<file path="config.mk">
export PLATFORM = sky130hd
export DESIGN_NAME = tff_updown_counter
export DESIGN_NICKNAME = d
export VERILOG_FILES = /design/src/rtl/tff_updown_counter.sv
export SDC_FILE = /design/constraint.sdc
export NUM_CORES = 1
export LEC_CHECK = 0
export CORE_AREA = 5 5 50 52
export DETAILED_ROUTE_END_ITERATION = 8
export DIE_AREA = 0 0 55 57
export GPL_ROUTABILITY_DRIVEN = 0
export PLACE_DENSITY = 0.75
export SYNTH_ARGS = -nofsm -noshare
export SYNTH_HDL_FRONTEND = slang
export SYNTH_SLANG_ARGS = --single-unit
</file>
<file path="constraint.sdc">
create_clock -name clk -period 2.26 [get_ports clk]
set_input_delay 0.565 -clock clk [delete_from_list [all_inputs] [get_ports clk]]
set_output_delay 0.565 -clock clk [all_outputs]
set_load 0.005 [all_outputs]
</file>
<file path="src/rtl/tff_updown_counter.sv">
// Parametrised up/down modulo counter stored in per-bit T flip-flops with async clear.
// Define COUNTER_SATURATE_EN to make the counter stop at its limits instead of wrapping.
module tff_updown_counter #(
  parameter int WIDTH     = 8,
  parameter int MAX_COUNT = (1 << WIDTH) - 1
) (
  input  logic             clk,
  input  logic             clear,
  input  logic             en,
  input  logic             up_dn,
  input  logic             load,
  input  logic [WIDTH-1:0] load_val,
  output logic [WIDTH-1:0] q,
  output logic             tc,
  output logic             wrap
);

  localparam logic [WIDTH-1:0] MAX_VAL = WIDTH'(MAX_COUNT);

  logic [WIDTH-1:0] r_q;
  logic [WIDTH-1:0] w_nq;
  logic [WIDTH-1:0] w_t;
  logic [WIDTH-1:0] w_up_lim;
  logic [WIDTH-1:0] w_dn_lim;
  logic             w_at_max;
  logic             w_at_zero;

  assign w_at_max  = (r_q == MAX_VAL);
  assign w_at_zero = (r_q == '0);

  // Value taken when stepping past either end: wrap-around or stick at the limit.
`ifdef COUNTER_SATURATE_EN
  assign w_up_lim = MAX_VAL;
  assign w_dn_lim = '0;
  assign wrap     = 1'b0;
`else
  logic r_wrap;

  assign w_up_lim = '0;
  assign w_dn_lim = MAX_VAL;
  assign wrap     = r_wrap;

  always_ff @(posedge clk or posedge clear) begin
    if (clear) r_wrap <= 1'b0;
    else       r_wrap <= tc;
  end
`endif

  always_comb begin
    w_nq = r_q;
    if (load) begin
      w_nq = (load_val > MAX_VAL) ? MAX_VAL : load_val;
    end else if (en) begin
      if (up_dn) w_nq = w_at_max  ? w_up_lim : r_q + 1'b1;
      else       w_nq = w_at_zero ? w_dn_lim : r_q - 1'b1;
    end
  end

  assign tc  = en & ~load & (up_dn ? w_at_max : w_at_zero);
  assign w_t = r_q ^ w_nq;

  // Bank of T flip-flops: each bit flips only when its toggle input is set.
  always_ff @(posedge clk or posedge clear) begin
    if (clear) begin
      r_q <= '0;
    end else begin
      for (int i = 0; i < WIDTH; i++) begin
        if (w_t[i]) r_q[i] <= ~r_q[i];
      end
    end
  end

  assign q = r_q;

endmodule
</file>
# Word-level counts from Yosys, hierarchy flattened
# Cells that the tools add are included.
# W data, S select, Z words.
[word_totals]
memories = 0
regBits = 9
rom_bits = 0
elab_cells = 33
ramBits = 0
latch_bits = 0
[op_classes]
n_div = 0
multipliers = 0
n_mux = 7
shift = 0
add_sub_neg = 2
n_bitwise = 12
magnitude_cmp = 1
n_eq_ne = 1
reduce_logical = 1
[ops]
columns = ["op", "n"]
rows = [
  ["$mux W8", 6],
  ["$not A1 Y1", 9],
  ["$add A8 B1 Y8 const B", 1],
  ["$eq A8 B8 Y1 const B", 1],
  ["$gt A8 B8 Y1 const B", 1],
  ["$logic_not A8 Y1", 1],
  ["$sub A8 B1 Y8 const B", 1],
  ["$xor A8 B8 Y8", 1],
  ["$and A1 B1 Y1", 2],
  ["$mux W1", 1],
]

# Depth between registers and ports, before layout
# Gate-level depths: netlist of the first run.
[logic_depth]
depth_word = 6
mapped_depth = 6
ltp_nobuf = 6

# Least setup slack after synthesis of the first run
# OpenSTA, ideal clock, no wires.
[synth_timing]
kind = "register to output"
startpoint = "register r_q[5] (netlist: q[5])"
endpoint = "output tc"
n_path_buf = 1
stages_incl_launch_ff = 6
t_arrival_ns = 1.438
setup_slack_ns = 0.257
cell_sequence = "dfrtp_1 -> buf_6 -> or4_4 -> nor3b_2 -> a31oi_1 -> nor2_1"
[synth_via]
elab_chain_cells = 3
[synth_lines]
columns = ["element", "line", "source"]
rows = [
  ["start, declared", "20", "logic [WIDTH-1:0] r_q;"],
  ["start signal, assigned by index", "68", "if (w_t[i]) r_q[i] <= ~r_q[i];"],
  ["$eq A8 B8 Y1 / $logic_not A8 Y1 (equally long branches)", "28, 29", ""],
  ["$mux W1 *", "59", "assign tc = en & ~load & (up_dn ? w_at_max : w_at_zero);"],
  ["$and A1 B1 Y1 *", "59", ""],
  ["end, declared", "14", "output logic tc,"],
]
# Every way passes the cells marked *; elsewhere a longest branch is shown, timed or not.

# Final worst setup path of the first run
[layout_timing]
startpoint = "register r_q[4] (netlist: q[4])"
endpoint = "output tc"
# Same word-level chain as after synthesis.

==> results of run 1 <==
[metal layers]
metal,vias to the layer above,wire (µm),GRT usage,share of wire
met5,-,0,0,0
met1,469,1110,0.243,0.41
met4,0,63,0.0764,0.024
met2,33,1340,0.311,0.50
met3,12,162,0.0653,0.061
li1,478,-,-,-
[logic make-up (layout without fill, tap and decap cells)]
| kind of cell | after synthesis | count (layout) | synth area share |
|---|---|---|---|
| multiplexers | 1 | 1 | 0.0113 |
| AND/OR/NAND/NOR | 40 | 40 | 0.287 |
| buffers and inverters | 15 | 51 | 0.0831 |
| adder cells (fa/ha/maj) | 3 | 3 | 0.0423 |
| flip-flops | 9 | 9 | 0.254 |
| XOR/XNOR | 6 | 6 | 0.0592 |
| AO/OA/AOI/OAI | 32 | 32 | 0.263 |
[worst register-to-register path: cells and delay by family, from the launching register on]
family / cells / cell delay, ns
AOI/OAI and AO/OA: 3 / 0.48
DFF: 1 / 0.38
buffers and inverters: 3 / 0.37
and+or+nand+nor: 1 / 0.22
adders and majority gates: 1 / 0.17
[sequential cells by signal, indices dropped and copies added, names as in the netlist]
| name | flops |
|---|---|
| q | 8 |
| wrap | 1 |
[how the worst max path moves through the flow]
stage | slack, ns | cells past startpoint | to | from
floorplan | 0.26 | 5 | tc | q[5]$_DFFE_PP0P_
global placement | -0.34 | 5 | tc | up_dn
detailed placement | -0.40 | 5 | tc | up_dn
CTS | -0.11 | 5 | tc | q[5]$_DFFE_PP0P_
global route | -0.18 | 5 | tc | q[4]$_DFFE_PP0P_
finish | -0.06 | 5 | tc | q[4]$_DFFE_PP0P_
[final cells by class]
cell class / count / area (µm²) / area share
Timing Repair Buffer: 44 / 380 / 0.296
Clock buffer: 4 / 26.3 / 0.0204
Tap cell: 28 / 35.0 / 0.0273
Inverter: 3 / 11.3 / 0.00876
Sequential cell: 9 / 225 / 0.175
Multi-Input combinational cell: 82 / 607 / 0.472
[power by group through the flow]
stage                     registers (mW)  logic (mW)  clock network (mW)
after floorplan                    0.199       0.187                   0
after global placement             0.191       0.323                   0
after detailed placement           0.192       0.332                   0
after CTS                          0.190       0.336               0.131
after global routing               0.193       0.372               0.136
final                              0.191       0.340               0.125
[synthesized netlist by cell type (4+ instances only)]
| master | instances |
|---|---|
| clkbuf_1 | 8 |
| o21ai_0 | 5 |
| nand2_1 | 5 |
| nand3_1 | 4 |
| a21oi_1 | 4 |
| nor2_1 | 8 |
| nor3b_1 | 6 |
| a31oi_1 | 4 |
| dfrtp_1 | 9 |
| xnor2_1 | 5 |
[stage by stage]
stage	util	power [mW]	TNS, ns	cells	instance area [µm²]
3_5_place_dp	0.600	0.524	-0.401	165	1240
5_1_grt	0.623	0.702	-0.179	170	1280
4_1_cts	0.617	0.657	-0.115	170	1270
2_1_floorplan	-	0.385	0	106	888
6_report	0.623	0.656	-0.0630	170	1280
3_3_place_gp	0.600	0.514	-0.339	165	1240
[layout by cell type (no fill, tap or decap), drive strengths merged, types with 2 or more instances in the layout]
| master | netlist | final |
|---|---|---|
| nand3 | 4 | 4 |
| o21ai | 6 | 6 |
| buf | 4 | 23 |
| nor2b | 2 | 2 |
| and3 | 3 | 3 |
| a31oi | 4 | 4 |
| nor3b | 7 | 7 |
| and4 | 2 | 2 |
| nor2 | 8 | 8 |
| xnor2 | 5 | 5 |
| o31ai | 2 | 2 |
| inv | 3 | 3 |
| a221oi | 2 | 2 |
| or4 | 3 | 3 |
| a32oi | 2 | 2 |
| clkdlybuf4s50 | 0 | 21 |
| a211o | 2 | 2 |
| dfrtp | 9 | 9 |
| ha | 3 | 3 |
| clkbuf | 8 | 4 |
| nand2 | 5 | 5 |
| a21oi | 4 | 4 |
[timing repair]
action,CTS,global route
buffers inserted,1,0
setup endpoints to repair,1,1
resized for setup,5,2
pin swaps,2,3
==> metrics.csv, run 1 <==
stage;metric;value;unit
clocking;cts_buffers;3;
placement;dp_worst_setup_slack;-0.401;ns
timing;tightest_slew;0.354;ns
timing;post-route-min-period;2.32;ns
finish;num_antenna_cells;0;
clocking;clock_latency;0.26;ns
synth;synthesis.area;888;µm²
pwr;switching_share;0.356;
timing;fin_ws;-0.0630;ns
clocking;cts_sinks;9;
worst_setup_path;worst-path-max-fanout;2;
detailed_routing;wl;2670;µm
synth;synth.top_cell.area_share;0.254;
synth;yosysUniqueCellTypes;43;
grt;antenna_found_initial;0;
timing;slew_viol_final;0;
synth;syn_nets;122;
worst_setup_path;r2r-end;q[4]$_DFFE_PP0P_;
worst_setup_path;path_buf_inv;1;
flow_run;maxCapViolations;0;
detailed_routing;drt-vias-per-instance;5.84;
grt;grt_usage;0.197;
timing;timing.fmax;430;MHz
timing;fin_hold_ws;0.564;ns
outcome;violations;setup timing;
timing;rsz0062_at_grt;yes;
pwr;p_sw;234;µW
timing;slew_headroom;0.758;
pwr;ir_drop;0.396;mV
pwr;p_seq_frac;0.291;
synth;netlist_top_cells_area;dfrtp_1, nor3b_1, xnor2_1, ha_1, clkbuf_1;
clocking;clkTransAtPathRegs;0.06;ns
clocking;root_buffer;clkbuf_4;
finish;drive_gt1_frac;0.225;
clocking;cts_tree;built;
synth;ys_seq_area_frac;0.254;
detailed_routing;drc;0;
finish;fin_nets;159;
pwr;p_clk_frac;0.190;
floorplan;fp-row-count;17;
worst_setup_path;max_stage_delay;0.57;ns
worst_hold_path;hp-class;primary input to async pin;
pwr;p_int;423;µW
timing;setup_viol;1;
placement;io_buffers;22;
clocking;cts_hold_buffers;0;
worst_setup_path;end_kind;output pin;
synth;synth_edf_count;0;
worst_setup_path;start_kind;register;
detailed_routing;first_iter_violations;8;
grt;grt_pass1_wl;4550;µm
worst_setup_path;rr_worst_depth;8;
synth;synthFlopType;dfrtp_1;
worst_setup_path;critical_path_arrival;1.76;ns
floorplan;coreArea;2060;µm²
worst_setup_path;path_class;register to output pin;
placement;place_hpwl;2060;µm
floorplan;die_x;55;µm
clocking;cts_max_level;1;
detailed_routing;ant_nets;0;
worst_setup_path;crit_family;simple AND/OR/NAND/NOR gates;
pwr;comb_power_share;0.518;
timing;fin_skew;0.000843;ns
floorplan;start_util;0.431;
worst_setup_path;crit_required;1.69;ns
detailed_routing;drt_pass1_iterations;4;
pwr;pwr_density_cell;511;nW/µm²
synth;yosysTopAreaCell;dfrtp_1;
synth;ys_warn_count;0;
pwr;p_leak;0.521;nW
detailed_routing;num_vias;992;
worst_setup_path;crit_chain;or4_4 -> nor3b_4 -> a31oi_1 -> nor2_1 -> buf_2;
finish;fillers;187;
synth;synth_cells;106;
floorplan;dieArea;3140;µm²
worst_setup_path;reg2reg_from;q[0]$_DFFE_PP0P_;
grt;grt_pass1_vias;997;
finish;syn2layout_area_growth;44.6;%
floorplan;ioPinCount;23;
detailed_routing;routedWlPerCell;15.7;µm
clocking;clockBufferDepth;2;
synth;ys_seq_elements;9;
grt;grt-ovfl-total;0;
worst_setup_path;reg2reg_slack;0.57;ns
timing;hold_viol;0;
outcome;status;finished with violations;
worst_setup_path;cp_slowest_cell;or4_4;
floorplan;die_h;57;µm
grt;grt_max_degree;19;
timing;min_period_over_period;1.03;
synth;syn_avg_cell_area;8.38;µm²
synth;synthArstFlopShare;1.00;
(Power assumes the default switching activity.)
==> run 2, diff against run 1 <==
--- a/config.mk
+++ b/config.mk
@@ -5,11 +5,12 @@
 export SDC_FILE = /design/constraint.sdc
 export NUM_CORES = 1
 export LEC_CHECK = 0
+export ABC_AREA = 1
 export CORE_AREA = 5 5 50 52
 export DETAILED_ROUTE_END_ITERATION = 8
 export DIE_AREA = 0 0 55 57
 export GPL_ROUTABILITY_DRIVEN = 0
-export PLACE_DENSITY = 0.75
+export PLACE_DENSITY = 0.79
 export SYNTH_ARGS = -nofsm -noshare
 export SYNTH_HDL_FRONTEND = slang
 export SYNTH_SLANG_ARGS = --single-unit
==> metrics.csv, run 2 <==
stage;metric;value;unit
timing;post-route-min-period;2.17;ns
detailed_routing;num_vias;1050;
detailed_routing;first_iter_violations;37;
pwr;ir_drop;0.480;mV
synth;synthesis.area;946;µm²
timing;rsz0062_at_grt;no;
clocking;cts_buffers;3;
worst_setup_path;start_kind;register;
finish;drive_gt1_frac;0.326;
synth;ys_seq_area_frac;0.238;
synth;synth_most_common_cell;nand2_1;
synth;ys_warn_count;0;
synth;yosysTopAreaCell;dfrtp_1;
worst_setup_path;worst-path-max-fanout;4;
finish;fillers;184;
floorplan;die_h;57;µm
pwr;p_leak;0.634;nW
floorplan;start_util;0.458;
grt;grt_max_degree;11;
clocking;root_buffer;clkbuf_4;
flow_run;maxCapViolations;0;
detailed_routing;highest_layer;met4;
grt;grt_pass1_vias;1005;
detailed_routing;drt_pass1_iterations;4;
grt;antenna_found_initial;0;
finish;largest_reg_flops;8;
placement;placed_cells;201;
detailed_routing;met1_length;1090;µm
grt;grt_usage;0.186;
worst_setup_path;end_kind;output pin;
finish;syn2layout_area_growth;41.9;%
timing;min_period_over_period;0.962;
clocking;clock_latency;0.26;ns
floorplan;coreArea;2060;µm²
detailed_routing;drc;0;
synth;yosysUniqueCellTypes;26;
worst_setup_path;rr_worst_depth;9;
timing;slew_headroom;0.748;
finish;num_antenna_cells;0;
floorplan;die_x;55;µm
finish;layout_common_cells;nand2_1, buf_4, clkdlybuf4s50_1;
synth;synth.top_cell.area_share;0.238;
timing;slew_viol_final;0;
detailed_routing;drt-vias-per-instance;5.10;
detailed_routing;met2RoutedLength;1440;µm
synth;netlist_top_cells_area;dfrtp_1, nand2_1, nand3_1, nor2_1, a21oi_1;
floorplan;dieArea;3140;µm²
synth;ys_seq_elements;9;
timing;hold_viol;0;
timing;timing.fmax;460;MHz
detailed_routing;routedWlPerCell;13.2;µm
synth;synth_commonest_cells;nand2_1, nand3_1, nor2_1;
synth;synthFlopType;dfrtp_1;
timing;tightest_slew;0.378;ns
placement;io_buffers;22;
synth;synthArstFlopShare;1.00;
synth;synth_cells;138;
detailed_routing;ant_nets;0;
pwr;pwr_density_cell;466;nW/µm²
timing;fin_skew;0.00388;ns
synth;synth_edf_count;0;
pwr;total_power;626;µW
clocking;cts_tree;built;
worst_hold_path;hp-class;primary input to async pin;
worst_setup_path;path_class;register to output pin;
clocking;cts_sinks;9;
clocking;clockBufferDepth;2;
worst_setup_path;critical_path_arrival;1.61;ns
placement;place_hpwl;2140;µm
finish;layout_commonest_cell;nand2_1;
grt;grt_pass1_wl;4380;µm
floorplan;ioPinCount;23;
clocking;clkTransAtPathRegs;0.06;ns
finish;fin_cells;206;
worst_setup_path;crit_required;1.69;ns
detailed_routing;wl_met3;151;µm
grt;grt-ovfl-total;0;
timing;setup_viol;0;
synth;syn_avg_cell_area;6.85;µm²
detailed_routing;wl;2730;µm
synth;syn_nets;154;
clocking;cts_max_level;1;
floorplan;fp-row-count;17;
finish;fin_nets;195;
outcome;status;complete, no violations;
-- run 2: power by group --
part           leakage, nW  internal [mW]  switching, mW
Sequential           0.103          0.178         0.0291
Clock               0.0150         0.0682         0.0592
Combinational        0.517          0.148          0.143
-- run 2: final cells by class --
class | count | area [µm²] | area share
Multi-Input combinational cell | 108 | 621 | 0.462
Sequential cell | 9 | 229 | 0.171
Tap cell | 28 | 35.0 | 0.0261
Clock buffer | 4 | 26.3 | 0.0196
Inverter | 13 | 48.8 | 0.0363
Timing Repair Buffer | 44 | 383 | 0.285
-- run 2: cell families (layout without fill, tap and decap cells) --
group	after synthesis	count (layout)	share of synthesized area
AND/OR/NAND/NOR	81	81	0.437
AO/OA/AOI/OAI	21	21	0.134
buffers and inverters	21	61	0.124
flip-flops	9	9	0.238
adder cells (fa/ha/maj)	3	3	0.0397
XOR/XNOR	3	3	0.0278
-- run 2: repair_timing --
item	CTS	global route
gates resized for setup	7	7
pin swaps	3	2
hold buffers	0	0
setup endpoints to repair	1	1
setup buffers	1	0
-- run 2: per-layer routing --
layer,up-vias,GRT usage
li1,519,-
met1,485,0.235
met2,42,0.311
met3,4,0.0418
met4,0,0.0486
met5,-,0
-- run 2: metrics by stage --
step / hold slack (ns) / area (µm²) / setup WS, ns / utilization / setup TNS (ns)
after floorplan: 0.393 / 946 / 0.460 / - / 0
after global placement: 0.701 / 1290 / -0.397 / 0.625 / -0.397
after detailed placement: 0.712 / 1290 / -0.389 / 0.625 / -0.389
after CTS: 0.571 / 1320 / 0.0210 / 0.642 / 0
after global routing: 0.616 / 1340 / 0.00954 / 0.651 / 0
final: 0.562 / 1340 / 0.0867 / 0.651 / 0
-- run 2: path summary, 6_finish.rpt --
check                            startpoint          endpoint  slack (ns)
max                        q[2]$_DFFE_PP0P_                tc        0.09
min                                   clear  q[2]$_DFFE_PP0P_        0.56
max reg2reg                q[2]$_DFFE_PP0P_  q[7]$_DFFE_PP0P_        0.73
min reg2reg                q[7]$_DFFE_PP0P_  q[7]$_DFFE_PP0P_        0.71
max in group asynchronous             clear  q[3]$_DFFE_PP0P_        1.42
min in group clk                      up_dn    wrap$_DFF_PP0_        0.68
-- run 2: critical path, cell delays in order (launching register included) --
cell and delay [ns]:
dfrtp_1 0.57, nand2_4 0.12, nor2_4 0.11, nand2_2 0.06
inv_2 0.06, nand2_2 0.07, a211oi_2 0.20, buf_2 0.15
==> run 3, diff against run 2 <==
--- a/config.mk
+++ b/config.mk
@@ -6,6 +6,7 @@
 export NUM_CORES = 1
 export LEC_CHECK = 0
 export ABC_AREA = 1
+export CAP_MARGIN = 20
 export CORE_AREA = 5 5 50 52
 export DETAILED_ROUTE_END_ITERATION = 8
 export DIE_AREA = 0 0 55 57
==> results of run 3 <==
No change in the layout: final DEF, timing and power equal those of run 2.
